==> src/rtl/imem_load_if.sv <==
`default_nettype none
// ============================================================================
// Module   : imem_load_if
// Brief    : Request, status and imem write-port bundle for imem_load_ctrl.
//            load_csum exists only when LOAD_CSUM_EN is defined.
// Revision : 1.0 - initial release
// ============================================================================
interface imem_load_if #(
    parameter int ADDR_WIDTH = 14
);
    // front-panel requester
    logic                  panel_deposit;
    logic                  panel_deposit_nxt;
    logic [ADDR_WIDTH-1:0] panel_addr;
    logic [15:0]           panel_data;
    logic                  panel_err;

    // serial bootloader requester
    logic                  ser_start;
    logic [ADDR_WIDTH-1:0] ser_base;
    logic [ADDR_WIDTH:0]   ser_len;
    logic                  ser_abort;
    logic                  ser_valid;
    logic [7:0]            ser_byte;
    logic                  ser_ready;

    // imem write port and status
    logic                  altair_we;
    logic [ADDR_WIDTH-1:0] altair_waddr;
    logic [15:0]           altair_wdata;
    logic                  cpu_hold;
    logic                  busy;
    logic                  done;
    logic [ADDR_WIDTH:0]   words_loaded;
`ifdef LOAD_CSUM_EN
    logic [15:0]           load_csum;
`endif

    // master: requesters and consumers of the write port
    modport master (
        output panel_deposit, panel_deposit_nxt, panel_addr, panel_data,
        output ser_start, ser_base, ser_len, ser_abort, ser_valid, ser_byte,
        input  panel_err, ser_ready,
        input  altair_we, altair_waddr, altair_wdata,
        input  cpu_hold, busy, done, words_loaded
`ifdef LOAD_CSUM_EN
        , input load_csum
`endif
    );

    // slave: the load controller
    modport slave (
        input  panel_deposit, panel_deposit_nxt, panel_addr, panel_data,
        input  ser_start, ser_base, ser_len, ser_abort, ser_valid, ser_byte,
        output panel_err, ser_ready,
        output altair_we, altair_waddr, altair_wdata,
        output cpu_hold, busy, done, words_loaded
`ifdef LOAD_CSUM_EN
        , output load_csum
`endif
    );
endinterface
`default_nettype wire

==> src/rtl/imem_load_ctrl.sv <==
`default_nettype none
// ============================================================================
// Module   : imem_load_ctrl
// Brief    : Arbitrates front-panel deposits and a serial byte-stream loader
//            onto the imem write port; holds the CPU while a load runs.
//            Optional LOAD_CSUM_EN adds a per-session 16-bit word checksum.
// Revision : 1.0 - initial release
// ============================================================================
module imem_load_ctrl #(
    parameter int ADDR_WIDTH = 14
) (
    input  logic       clk,
    input  logic       rst,
    imem_load_if.slave bus
);

    localparam int c_LEN_W = ADDR_WIDTH + 1;

    typedef enum logic [2:0] {
        IDLE     = 3'd0,
        PANEL_WR = 3'd1,
        SER_LO   = 3'd2,
        SER_HI   = 3'd3,
        SER_WR   = 3'd4,
        SER_DONE = 3'd5
    } state_t;

    state_t                r_state;
    state_t                w_state_nxt;

    logic [ADDR_WIDTH-1:0] r_last_addr;
    logic [ADDR_WIDTH-1:0] r_base;
    logic [c_LEN_W-1:0]    r_len;
    logic [c_LEN_W-1:0]    r_words;
    logic [7:0]            r_lo;
    logic [ADDR_WIDTH-1:0] r_waddr;
    logic [15:0]           r_wdata;
    logic                  r_pend;
    logic                  r_panel_err;

    logic                  w_panel_req;
    logic [ADDR_WIDTH-1:0] w_panel_tgt;
    logic                  w_panel_go;
    logic                  w_start_latch;
    logic                  w_byte_lo;
    logic                  w_byte_hi;
    logic                  w_ser_wr;
    logic                  w_last_word;

    assign w_panel_req = bus.panel_deposit | bus.panel_deposit_nxt;
    // a direct deposit takes priority over deposit-next when both pulse together
    assign w_panel_tgt = bus.panel_deposit ? bus.panel_addr
                                           : r_last_addr + ADDR_WIDTH'(1);
    assign w_last_word = ((r_words + c_LEN_W'(1)) == r_len);

    // ------------------------------------------------------------------------
    // State register
    // ------------------------------------------------------------------------
    always_ff @(posedge clk or posedge rst) begin
        if (rst) begin
            r_state <= IDLE;
        end else begin
            r_state <= w_state_nxt;
        end
    end

    // ------------------------------------------------------------------------
    // Next-state and datapath strobes
    // ------------------------------------------------------------------------
    always_comb begin
        w_state_nxt   = r_state;
        w_panel_go    = 1'b0;
        w_start_latch = 1'b0;
        w_byte_lo     = 1'b0;
        w_byte_hi     = 1'b0;
        w_ser_wr      = 1'b0;
        case (r_state)
            IDLE: begin
                w_start_latch = bus.ser_start;
                if (w_panel_req) begin
                    w_panel_go  = 1'b1;
                    w_state_nxt = PANEL_WR;
                end else if (bus.ser_start) begin
                    w_state_nxt = (bus.ser_len == '0) ? SER_DONE : SER_LO;
                end
            end
            PANEL_WR: begin
                // a start that arrived with the deposit was latched and runs now
                if (r_pend) begin
                    w_state_nxt = (r_len == '0) ? SER_DONE : SER_LO;
                end else begin
                    w_state_nxt = IDLE;
                end
            end
            SER_LO: begin
                if (bus.ser_abort) begin
                    w_state_nxt = IDLE;
                end else if (bus.ser_valid) begin
                    w_byte_lo   = 1'b1;
                    w_state_nxt = SER_HI;
                end
            end
            SER_HI: begin
                if (bus.ser_abort) begin
                    w_state_nxt = IDLE;
                end else if (bus.ser_valid) begin
                    w_byte_hi   = 1'b1;
                    w_state_nxt = SER_WR;
                end
            end
            SER_WR: begin
                w_ser_wr = 1'b1;
                if (bus.ser_abort) begin
                    w_state_nxt = IDLE;
                end else if (w_last_word) begin
                    w_state_nxt = SER_DONE;
                end else begin
                    w_state_nxt = SER_LO;
                end
            end
            SER_DONE: begin
                w_state_nxt = IDLE;
            end
            default: begin
                w_state_nxt = IDLE;
            end
        endcase
    end

    // ------------------------------------------------------------------------
    // Datapath registers
    // ------------------------------------------------------------------------
    always_ff @(posedge clk or posedge rst) begin
        if (rst) begin
            r_last_addr <= '0;
            r_base      <= '0;
            r_len       <= '0;
            r_words     <= '0;
            r_lo        <= '0;
            r_waddr     <= '0;
            r_wdata     <= '0;
            r_pend      <= 1'b0;
            r_panel_err <= 1'b0;
        end else begin
            // any pulse outside IDLE is dropped and flagged
            r_panel_err <= w_panel_req && (r_state != IDLE);
            r_pend      <= w_start_latch && w_panel_go;

            if (w_panel_go) begin
                r_waddr     <= w_panel_tgt;
                r_wdata     <= bus.panel_data;
                r_last_addr <= w_panel_tgt;
            end

            if (w_start_latch) begin
                r_base  <= bus.ser_base;
                r_len   <= bus.ser_len;
                r_words <= '0;
            end

            if (w_byte_lo) begin
                r_lo <= bus.ser_byte;
            end

            // address and data are set up here so they are stable in SER_WR
            if (w_byte_hi) begin
                r_waddr <= r_base + r_words[ADDR_WIDTH-1:0];
                r_wdata <= {bus.ser_byte, r_lo};
            end

            if (w_ser_wr) begin
                r_words <= r_words + c_LEN_W'(1);
            end
        end
    end

`ifdef LOAD_CSUM_EN
    logic [15:0] r_csum;

    always_ff @(posedge clk or posedge rst) begin
        if (rst) begin
            r_csum <= '0;
        end else if (w_start_latch) begin
            r_csum <= '0;
        end else if (w_ser_wr) begin
            r_csum <= r_csum + r_wdata;
        end
    end

    assign bus.load_csum = r_csum;
`endif

    // ------------------------------------------------------------------------
    // Outputs
    // ------------------------------------------------------------------------
    assign bus.altair_we    = (r_state == PANEL_WR) || (r_state == SER_WR);
    assign bus.altair_waddr = r_waddr;
    assign bus.altair_wdata = r_wdata;
    assign bus.ser_ready    = (r_state == SER_LO) || (r_state == SER_HI);
    assign bus.cpu_hold     = (r_state != IDLE);
    assign bus.busy         = (r_state == SER_LO) || (r_state == SER_HI) ||
                              (r_state == SER_WR) || (r_state == SER_DONE);
    assign bus.done         = (r_state == SER_DONE);
    assign bus.panel_err    = r_panel_err;
    assign bus.words_loaded = r_words;

endmodule
`default_nettype wire
==> src/flat_wrapper.sv <==
// flat-port wrapper written by rule: the top's interface ports become plain ports
module imem_load_ctrl_flat 
#(
    parameter int ADDR_WIDTH = 14
)
  (clk, rst, bus_panel_deposit, bus_panel_deposit_nxt, bus_panel_addr, bus_panel_data, bus_ser_start, bus_ser_base, bus_ser_len, bus_ser_abort, bus_ser_valid, bus_ser_byte, bus_panel_err, bus_ser_ready, bus_altair_we, bus_altair_waddr, bus_altair_wdata, bus_cpu_hold, bus_busy, bus_done, bus_words_loaded);
  imem_load_if #(.ADDR_WIDTH(ADDR_WIDTH)) bus_i ();
  input  logic clk;
  input  logic rst;
  input wire logic [$bits(bus_i.panel_deposit)-1:0] bus_panel_deposit;
  input wire logic [$bits(bus_i.panel_deposit_nxt)-1:0] bus_panel_deposit_nxt;
  input wire logic [$bits(bus_i.panel_addr)-1:0] bus_panel_addr;
  input wire logic [$bits(bus_i.panel_data)-1:0] bus_panel_data;
  input wire logic [$bits(bus_i.ser_start)-1:0] bus_ser_start;
  input wire logic [$bits(bus_i.ser_base)-1:0] bus_ser_base;
  input wire logic [$bits(bus_i.ser_len)-1:0] bus_ser_len;
  input wire logic [$bits(bus_i.ser_abort)-1:0] bus_ser_abort;
  input wire logic [$bits(bus_i.ser_valid)-1:0] bus_ser_valid;
  input wire logic [$bits(bus_i.ser_byte)-1:0] bus_ser_byte;
  output wire logic [$bits(bus_i.panel_err)-1:0] bus_panel_err;
  output wire logic [$bits(bus_i.ser_ready)-1:0] bus_ser_ready;
  output wire logic [$bits(bus_i.altair_we)-1:0] bus_altair_we;
  output wire logic [$bits(bus_i.altair_waddr)-1:0] bus_altair_waddr;
  output wire logic [$bits(bus_i.altair_wdata)-1:0] bus_altair_wdata;
  output wire logic [$bits(bus_i.cpu_hold)-1:0] bus_cpu_hold;
  output wire logic [$bits(bus_i.busy)-1:0] bus_busy;
  output wire logic [$bits(bus_i.done)-1:0] bus_done;
  output wire logic [$bits(bus_i.words_loaded)-1:0] bus_words_loaded;
  assign bus_i.panel_deposit = bus_panel_deposit;
  assign bus_i.panel_deposit_nxt = bus_panel_deposit_nxt;
  assign bus_i.panel_addr = bus_panel_addr;
  assign bus_i.panel_data = bus_panel_data;
  assign bus_i.ser_start = bus_ser_start;
  assign bus_i.ser_base = bus_ser_base;
  assign bus_i.ser_len = bus_ser_len;
  assign bus_i.ser_abort = bus_ser_abort;
  assign bus_i.ser_valid = bus_ser_valid;
  assign bus_i.ser_byte = bus_ser_byte;
  assign bus_panel_err = bus_i.panel_err;
  assign bus_ser_ready = bus_i.ser_ready;
  assign bus_altair_we = bus_i.altair_we;
  assign bus_altair_waddr = bus_i.altair_waddr;
  assign bus_altair_wdata = bus_i.altair_wdata;
  assign bus_cpu_hold = bus_i.cpu_hold;
  assign bus_busy = bus_i.busy;
  assign bus_done = bus_i.done;
  assign bus_words_loaded = bus_i.words_loaded;
  imem_load_ctrl #(.ADDR_WIDTH(ADDR_WIDTH)) u_core (.clk(clk), .rst(rst), .bus(bus_i));
endmodule
==> config.mk <==
export PLATFORM = sky130hd
export DESIGN_NAME = imem_load_ctrl_flat
export DESIGN_NICKNAME = d
export VERILOG_FILES = /design/src/rtl/imem_load_if.sv /design/src/rtl/imem_load_ctrl.sv /design/src/flat_wrapper.sv
export SDC_FILE = /design/constraint.sdc
export NUM_CORES = 1
export LEC_CHECK = 0
export BUFFER_PORTS_ARGS = -buffer_cell sky130_fd_sc_hd__buf_2
export CAP_MARGIN = 20
export CORE_UTILIZATION = 60
export DETAILED_ROUTE_END_ITERATION = 8
export GPL_ROUTABILITY_DRIVEN = 0
export PLACE_DENSITY = 0.85
export SLEW_MARGIN = 10
export SYNTH_ARGS = -nofsm -noshare
export SYNTH_HDL_FRONTEND = slang
export SYNTH_SLANG_ARGS = --single-unit
==> constraint.sdc <==
create_clock -name clk -period 10 [get_ports clk]
set_clock_uncertainty 0.05 [all_clocks]
set_input_delay 1.5 -clock clk [delete_from_list [all_inputs] [get_ports clk]]
set_output_delay 1.5 -clock clk [all_outputs]
set_load 0.01 [all_outputs]
After elaboration in Yosys (flattened, before gate mapping) --
Index checks and enable logic that the tools add are counted.
Word-level totals: flip-flop bits (word level) 101, latch bits 0, RAM bits 0, memory bits (read-only) 0, input port bits 74, output and inout bits 51, logic and storage cells 63, memories 0
Cells by class: add/sub/neg operators 3, $mul 0, divide/modulo/power cells 0, magnitude comparators 0, equality and inequality tests 9, shift operators 0, mux-type cells 27, bitwise gates (word level) 1, reduce and logical (&&, ||, !) cells 13
Operators by type and width (count):
- 14-bit 2-to-1 mux | 3
- 3-bit 2-to-1 mux | 11
- 16-bit 2-to-1 mux | 2
- 15-bit zero test | 2
- 15-bit 2-to-1 mux | 2
- 15-bit by 1-bit adder with 15-bit output, second input constant | 1
- 15-bit equality test | 1
- 3-bit case mux with 5 select lines | 1
- 14-bit by 1-bit adder with 14-bit output, second input constant | 1
- 14-bit adder | 1
- 1-bit 2-to-1 mux | 8
- 3-bit by 2-bit equality test with 1-bit output, second input constant | 2
- 3-bit equality test, second input constant | 2
- 3-bit inequality test, second input constant | 2
- 1-bit logical OR | 4
- 2-bit nonzero test | 2
- 3-bit by 1-bit equality test with 1-bit output, second input constant | 1
- 3-bit zero test | 1
- 3-bit by 2-bit inequality test with 1-bit output, second input constant | 1
- 3-bit AND reduction | 1
- 3-bit nonzero test | 1
- 1-bit logical AND | 2
- 1-bit OR | 1

Logic depth before layout (Yosys ltp) --
Gate-level depths: netlist of run 1.
word-level depth 5, depth in mapped cells 9, mapped depth without buffers 9

Worst setup path before layout of run 1 --
OpenSTA, ideal clock, no wires.
kind input to register, start point in bus_panel_deposit_nxt, end point reg u_core.r_state[1], library setup time 0.123 ns, data arrival time 2.595 ns, data required time 9.827 ns, slack 7.232 ns, stages 6, buffers on the path 0, cell sequence or2_1 or4_1 o211a_1 nand2b_1 o21ai_0 a21oi_1
Between the ends: cells in the longest elaborated chain, start to end 3, elaborated cells on any way between the ends 5, classes of those cells eq/ne: 1; mux: 2; bitwise: 1; reduce/logical: 1
Ends and longest elaborated chain:
- start, declared | line flat_wrapper.sv:11 | input wire logic [$bits(bus_i.panel_deposit_nxt)-1:0] bus_panel_deposit_nxt;
- 1-bit OR (*) | line imem_load_ctrl.sv:50 | assign w_panel_req = bus.panel_deposit | bus.panel_deposit_nxt;
- 3-bit 2-to-1 mux or 3-bit by 2-bit inequality test with 1-bit output (tied branches)
- 3-bit case mux with 5 select lines or 3-bit AND reduction (tied branches)
- end signal, assigned | line imem_load_ctrl.sv:63 | r_state <= w_state_nxt;
- end, declared | line imem_load_ctrl.sv:28 | state_t r_state;
Every way passes the cells marked *; elsewhere a longest branch is shown, timed or not. A chain may end at the register's enable or synchronous reset.

Worst setup path after layout of run 1 --
start point reg u_core.r_state[2], end point out bus_cpu_hold
Between the ends: cells in the longest elaborated chain, start to end 1
Ends and longest elaborated chain:
- 3-bit nonzero test | line imem_load_ctrl.sv:200 | assign bus.cpu_hold = (r_state != IDLE);
- end, declared | line flat_wrapper.sv:25 | output wire logic [$bits(bus_i.cpu_hold)-1:0] bus_cpu_hold;
Every way passes these cells.

==> results of run 1 <==
how the worst max path moves through the flow:
stage | end | slack [ns]
floorplan | u_core.bus.altair_waddr[0] | 5.80
global placement | u_core.bus.altair_waddr[10] | 6.57
detailed placement | u_core.bus.altair_waddr[6] | 6.50
CTS | bus_cpu_hold | 6.66
global route | bus_cpu_hold | 6.59
finish | bus_cpu_hold | 6.64
tightest hold or removal path, stage by stage (launching register included):
cell	delay [ns]
dfrtp_1	0.36
nand2_1	0.05
nand2_1	0.06
per-stage QoR:
stage,cells,hold WS (ns),utilization,area [sq um],power (mW)
after floorplan,626,0.418,-,5990,1.26
after global placement,855,0.408,0.685,6670,1.45
after detailed placement,855,0.412,0.685,6670,1.50
after CTS,871,0.443,0.709,6900,1.81
after global routing,871,0.462,0.709,6900,1.94
final,871,0.445,0.709,6900,1.81
power breakdown:
part           leakage (nW)  internal [mW]  switching (mW)
Combinational          1.95          0.353           0.404
Clock                 0.120          0.148           0.158
Sequential             1.25          0.581           0.165
Total                  3.32           1.08           0.727
sequential cells by signal, indices dropped and copies added, names as in the netlist:
name	flops
u_core.bus.words_loaded	15
u_core.bus.panel_err	1
u_core.r_lo	8
u_core.r_base	14
u_core.r_pend	1
u_core.r_len	15
u_core.bus.altair_wdata	16
u_core.r_last_addr	14
u_core.bus.altair_waddr	14
u_core.r_state	3
cells in the mapped netlist (3+ instances only):
cell type	instances	area [sq um]
dfrtp_1	101	2530
nand2_1	73	274
nor2_1	42	158
mux2_2	36	405
a21oi_1	28	140
o21ai_0	27	135
xnor2_1	22	193
a22oi_1	18	135
xor2_1	18	158
nor3_1	17	85.1
ha_1	15	188
nand3_1	15	75.1
buf_2	14	70.1
clkbuf_1	14	52.6
inv_1	13	48.8
o21ai_1	13	65.1
a21o_1	12	90.1
and3_1	9	56.3
mux2i_1	8	80.1
nand2b_1	7	43.8
nand4_1	7	43.8
nor4_1	7	43.8
o211a_1	7	70.1
o31ai_1	7	52.6
o21a_1	6	45.0
a31oi_1	5	31.3
o211ai_1	5	37.5
a211o_1	4	35.0
a211oi_1	4	30.0
nor2b_1	4	25.0
o22ai_1	4	25.0
a221o_1	3	30.0
and2_1	3	18.8
nand3_2	3	30.0
nor4_2	3	37.5
or2_2	3	18.8
or4_1	3	22.5
logic make-up after synthesis:
logic type,share of synthesized area
muxes,0.0811
adders and majority gates,0.0347
xor gates and xnor gates,0.0623
and+or+nand+nor,0.182
DFF,0.422
AOI/OAI and AO/OA,0.184
buffers and inverters,0.0349
metal layers:
layer  GRT usage  part of all wire
met1       0.404              0.42
met4       0.144             0.032
met5           0                 0
met3      0.0534             0.076
met2       0.479              0.47
cell type report:
cell class / count / share of cell area
inverters: 14 / 0.00798
clock inverters: 7 / 0.0161
flip-flops and latches: 101 / 0.366
multi-input cells: 478 / 0.472
clock buffers: 9 / 0.0180
well taps: 133 / 0.0241
repair buffers: 129 / 0.0954
==> run metrics, run 1 <==
die area=0.0104 sq mm; pre-CTS WS=6.50 ns; n_diodes=0; DIE HEIGHT=102 microns; Die Width=102 microns; worst r2r dst=u_core.bus.words_loaded[9]; register area=0.00253 sq mm; Post-DRT Antenna Nets=0; worst hold path class=reg -> reg; commonest non-fill, non-tap cell in the layout=buf_2; Synth-to-Final Area Change=15.2%; reg2reg start=u_core.r_state[2]; leakage=3.32 nW; synthesized area=0.00599 sq mm; Worst Setup SP=u_core.r_state[2]; DP Wirelength=11.0 mm; final WL=15.1 mm; CTS root buffer=clkbuf_8; gr usage total=0.302; Hold Crit Start=u_core.bus.altair_wdata[4]; std cell rows=36; DR vias/cell=6.21; slowest CP cell=dfrtp_1; Power Density=262 mW/mm^2; post_cts resized=0; Core ar.=0.00973 sq mm; vias in the first global route=5058; Setup-failing EPs final=0; post-synthesis sequential area ratio=0.422; post-route DRC violation count=0; Slew @ Worst Pin=0.942 ns; Final #Nets=823; Max clock buf depth=2; Post-CTS Setup Inserts=0; clk sinks=101; MaxCap Viol Count=0; synthesized flop and latch total=101; register clock-pin slew on the reported worst setup and hold paths=0.11 ns; Final WS setup=6.64 ns; Synthesis Warnings=0; minimum clock period=3.36 ns; first-pass GRT wire length=24.2 mm; RSZ-0062 raised after global routing=false; Hold EP=u_core.bus.altair_wdata[4]; Peak VDD IR=0.000172 V; Initial DRC Count=340; R2R depth=6; reg2reg setup slack=7.28 ns; delay-heaviest family, CP=flip-flops; Hold Violations, Final=0; IO buf count=124; TritonRoute pass-1 iters=7; final setup TNS=0 ns; largest net degree at the start of global routing=75; Pins Over Slew Limit=0; initial antenna violation count=0; Critical Path RT=8.45 ns; Yosys cell types=73; critical path class=reg -> out; Syn Inst Count=626; Initial Utilization=0.616; # IOs=125; number of fill cells=757; Crit. path cell count=3; CTS Buf Count=9; via count=5408; most frequent cells in the layout=buf_2 (124), dfrtp_1 (101), nand2_1 (73); CTS tree=done; Crit Path Max Fanout=16; slowest stage delay, CP=0.58 ns; startpoint types=flip-flop; Multi-input gate area=0.00326 sq mm; htree depth=3; cts hold-fix bufs=0; Hold Path Depth=2; GRT Residual Overflow=0; Avg Inst Size Synth=9.57 sq um; critical path arrival=1.81 ns; CP cell instances=nor3_2, inv_2, buf_2; share of cells above drive strength 1=0.272; clock latency on the worst-skew pair=0.38 ns; period utilization=0.336; crit end category=primary output; drt wl/cell=17.3 microns; ys flop type=dfrtp_1; Buf+Inv Stages, Crit Path=2; status=completed; Post-synth ARST share=1.00; syn nets=716; EDFF count, synth=0; Slew HR=0.372; highest clock rate=297 MHz
Power figures use the tool's default switching activity.
==> inputs of run 2 (changes only) <==
--- a/config.mk
+++ b/config.mk
@@ -7,10 +7,10 @@
 export LEC_CHECK = 0
 export BUFFER_PORTS_ARGS = -buffer_cell sky130_fd_sc_hd__buf_2
 export CAP_MARGIN = 20
-export CORE_UTILIZATION = 60
+export CORE_UTILIZATION = 56
 export DETAILED_ROUTE_END_ITERATION = 8
 export GPL_ROUTABILITY_DRIVEN = 0
-export PLACE_DENSITY = 0.85
+export PLACE_DENSITY = 0.8
 export SLEW_MARGIN = 10
 export SYNTH_ARGS = -nofsm -noshare
 export SYNTH_HDL_FRONTEND = slang
==> constraint.sdc (replaced) <==
create_clock -name clk -period 3.3 [get_ports clk]
set_clock_uncertainty 0.05 [all_clocks]
set_input_delay 0.495 -clock clk [delete_from_list [all_inputs] [get_ports clk]]
set_output_delay 0.495 -clock clk [all_outputs]
set_load 0.01 [all_outputs]
==> run 2 against run 1 <==
Against the previous run:
- die area up 7.0%
- global-route usage is 1.9 points lower
- first-iteration DRC count fell by 8.2%
- clock power rose by 140%
- sequential share of layout area grew 0.17 points
- combinational power increased to 3.0 times the previous value
- routed wire length up 0.72%
- total power grew to 2.9 times the previous value
==> run metrics, run 2 (synthesis gave the netlist of run 1 again) <==
status=completed (unchanged); pre-CTS WS=0.804 ns (was 6.50 ns); IO buf count=124 (unchanged); DIE HEIGHT=105 microns (was 102 microns); clk sinks=101 (unchanged); Setup-failing EPs final=0 (unchanged); Worst Setup SP=u_core.bus.words_loaded[0] (was u_core.r_state[2]); GRT Residual Overflow=0 (unchanged); DR vias/cell=6.08 (was 6.21); DP Wirelength=11.2 mm (was 11.0 mm); slowest stage delay, CP=0.50 ns (was 0.58 ns); Initial Utilization=0.578 (was 0.616); Post-DRT Antenna Nets=0 (unchanged); via count=5317 (was 5408); number of fill cells=844 (was 757); vias in the first global route=5108 (was 5058); Die Width=105 microns (was 102 microns); Synth-to-Final Area Change=14.7% (was 15.2%); worst hold path class=in -> async (was reg -> reg); most frequent cells in the layout=buf_2 (124), dfrtp_1 (101), nand2_1 (73) (unchanged); Core ar.=0.0104 sq mm (was 0.00973 sq mm); post_cts resized=0 (unchanged); final setup TNS=0 ns (unchanged); largest net degree at the start of global routing=53 (was 75); Final #Nets=825 (was 823); reg2reg setup slack=0.74 ns (was 7.28 ns); Crit Path Max Fanout=8 (was 16); R2R depth=9 (was 6); std cell rows=37 (was 36); RSZ-0062 raised after global routing=false (unchanged); Initial DRC Count=312 (was 340); cts hold-fix bufs=0 (unchanged); Max clock buf depth=2 (unchanged); CTS root buffer=clkbuf_8 (unchanged); Pins Over Slew Limit=0 (unchanged); slowest CP cell=dfrtp_1 (unchanged); final WL=15.2 mm (was 15.1 mm); critical path class=reg -> reg (was reg -> out); leakage=3.29 nW (was 3.32 nW); minimum clock period=2.56 ns; Slew HR=0.441 (was 0.372); CTS tree=done (unchanged); # IOs=125 (unchanged); critical path arrival=2.80 ns (was 1.81 ns); Post-CTS Setup Inserts=0 (unchanged); drt wl/cell=17.4 microns (was 17.3 microns); die area=0.0111 sq mm (was 0.0104 sq mm); TritonRoute pass-1 iters=8 (was 7); Hold Violations, Final=0 (unchanged); n_diodes=0 (unchanged); startpoint types=flip-flop (unchanged); gr usage total=0.283 (was 0.302); reg2reg start=u_core.bus.words_loaded[0] (was u_core.r_state[2]); CTS Buf Count=9 (unchanged); worst r2r dst=u_core.bus.altair_waddr[12] (was u_core.bus.words_loaded[9]); clock latency on the worst-skew pair=0.39 ns (was 0.38 ns); highest clock rate=391 MHz; Slew @ Worst Pin=0.836 ns (was 0.942 ns); Critical Path RT=3.54 ns (was 8.45 ns); CP cell instances=ha_1, inv_1, fa_1, nor2b_1, o31ai_1, a211o_1, a21boi_0, mux2i_1, a221oi_1 (was nor3_2, inv_2, buf_2); Peak VDD IR=0.000464 V (was 0.000172 V); period utilization=0.776; commonest non-fill, non-tap cell in the layout=buf_2 (unchanged); Final WS setup=0.740 ns (was 6.64 ns); max FFs per register=16 (unchanged); first-pass GRT wire length=24.6 mm (was 24.2 mm); crit end category=flip-flop (was primary output); htree depth=3 (unchanged); register clock-pin slew on the reported worst setup and hold paths=0.10 ns (was 0.11 ns); MaxCap Viol Count=0 (unchanged); post-route DRC violation count=0 (unchanged); share of cells above drive strength 1=0.273 (was 0.272); Power Density=770 mW/mm^2 (was 262 mW/mm^2); initial antenna violation count=0 (unchanged)
-- run 2: changes by cell type in the layout (fill, tap and decap cells not counted), sizes merged --
cell      previous run  this run
clkinvlp             0         3
clkinv               0         1
bufinv               2         0
inv                 19        16
buf                129       131
-- run 2: report_power, final --
part,internal (mW),total (mW),switching (mW)
clock,0.276,0.736,0.460
sequential,1.76,2.25,0.490
combinational,1.08,2.30,1.22
-- run 2: worst max-delay path, delay by kind of cell (launching register included) --
family | cells | cell delay (ns)
compound gates | 4 | 0.88
fa+ha+maj | 2 | 0.64
buf+inv | 1 | 0.06
flops | 1 | 0.50
mux | 1 | 0.10
simple gates | 1 | 0.21
-- run 2: worst max-delay path by stage --
stage                                  end  slack [ns]  cells past startpoint
4_1_cts        u_core.bus.altair_waddr[12]        0.77                      9
2_1_floorplan   u_core.bus.altair_waddr[0]        0.11                      1
6_report       u_core.bus.altair_waddr[12]        0.74                      9
3_5_place_dp   u_core.bus.altair_waddr[12]        0.80                      9
5_1_grt        u_core.bus.altair_waddr[12]        0.47                      9
3_3_place_gp   u_core.bus.altair_waddr[12]        0.90                      9
-- run 2: layout make-up --
cell class,count,area (sq um),share of cell area
multi-input cells,478,3260,0.474
flip-flops and latches,101,2530,0.368
repair buffers,131,686,0.0998
well taps,136,170,0.0248
clock buffers,9,124,0.0180
inverters,14,55.1,0.00802
clock inverters,6,47.5,0.00692
-- run 2: per-layer routing --
metal / share of wire / vias up / track usage
li1: - / 2493 / -
met1: 0.44 / 2586 / 0.371
met2: 0.47 / 204 / 0.461
met3: 0.065 / 34 / 0.0612
met4: 0.021 / 0 / 0.0996
met5: 0 / - / 0
-- run 2: per-stage QoR --
stage	instances	cell area [sq um]	utilization	hold slack, ns	power, mW
3_3_place_gp	860	6700	0.646	0.405	4.43
4_1_cts	875	6870	0.662	0.146	5.30
3_5_place_dp	860	6700	0.646	0.409	4.56
2_1_floorplan	626	5990	-	0.418	3.82
6_report	875	6870	0.662	0.130	5.29
5_1_grt	875	6870	0.662	0.182	5.65
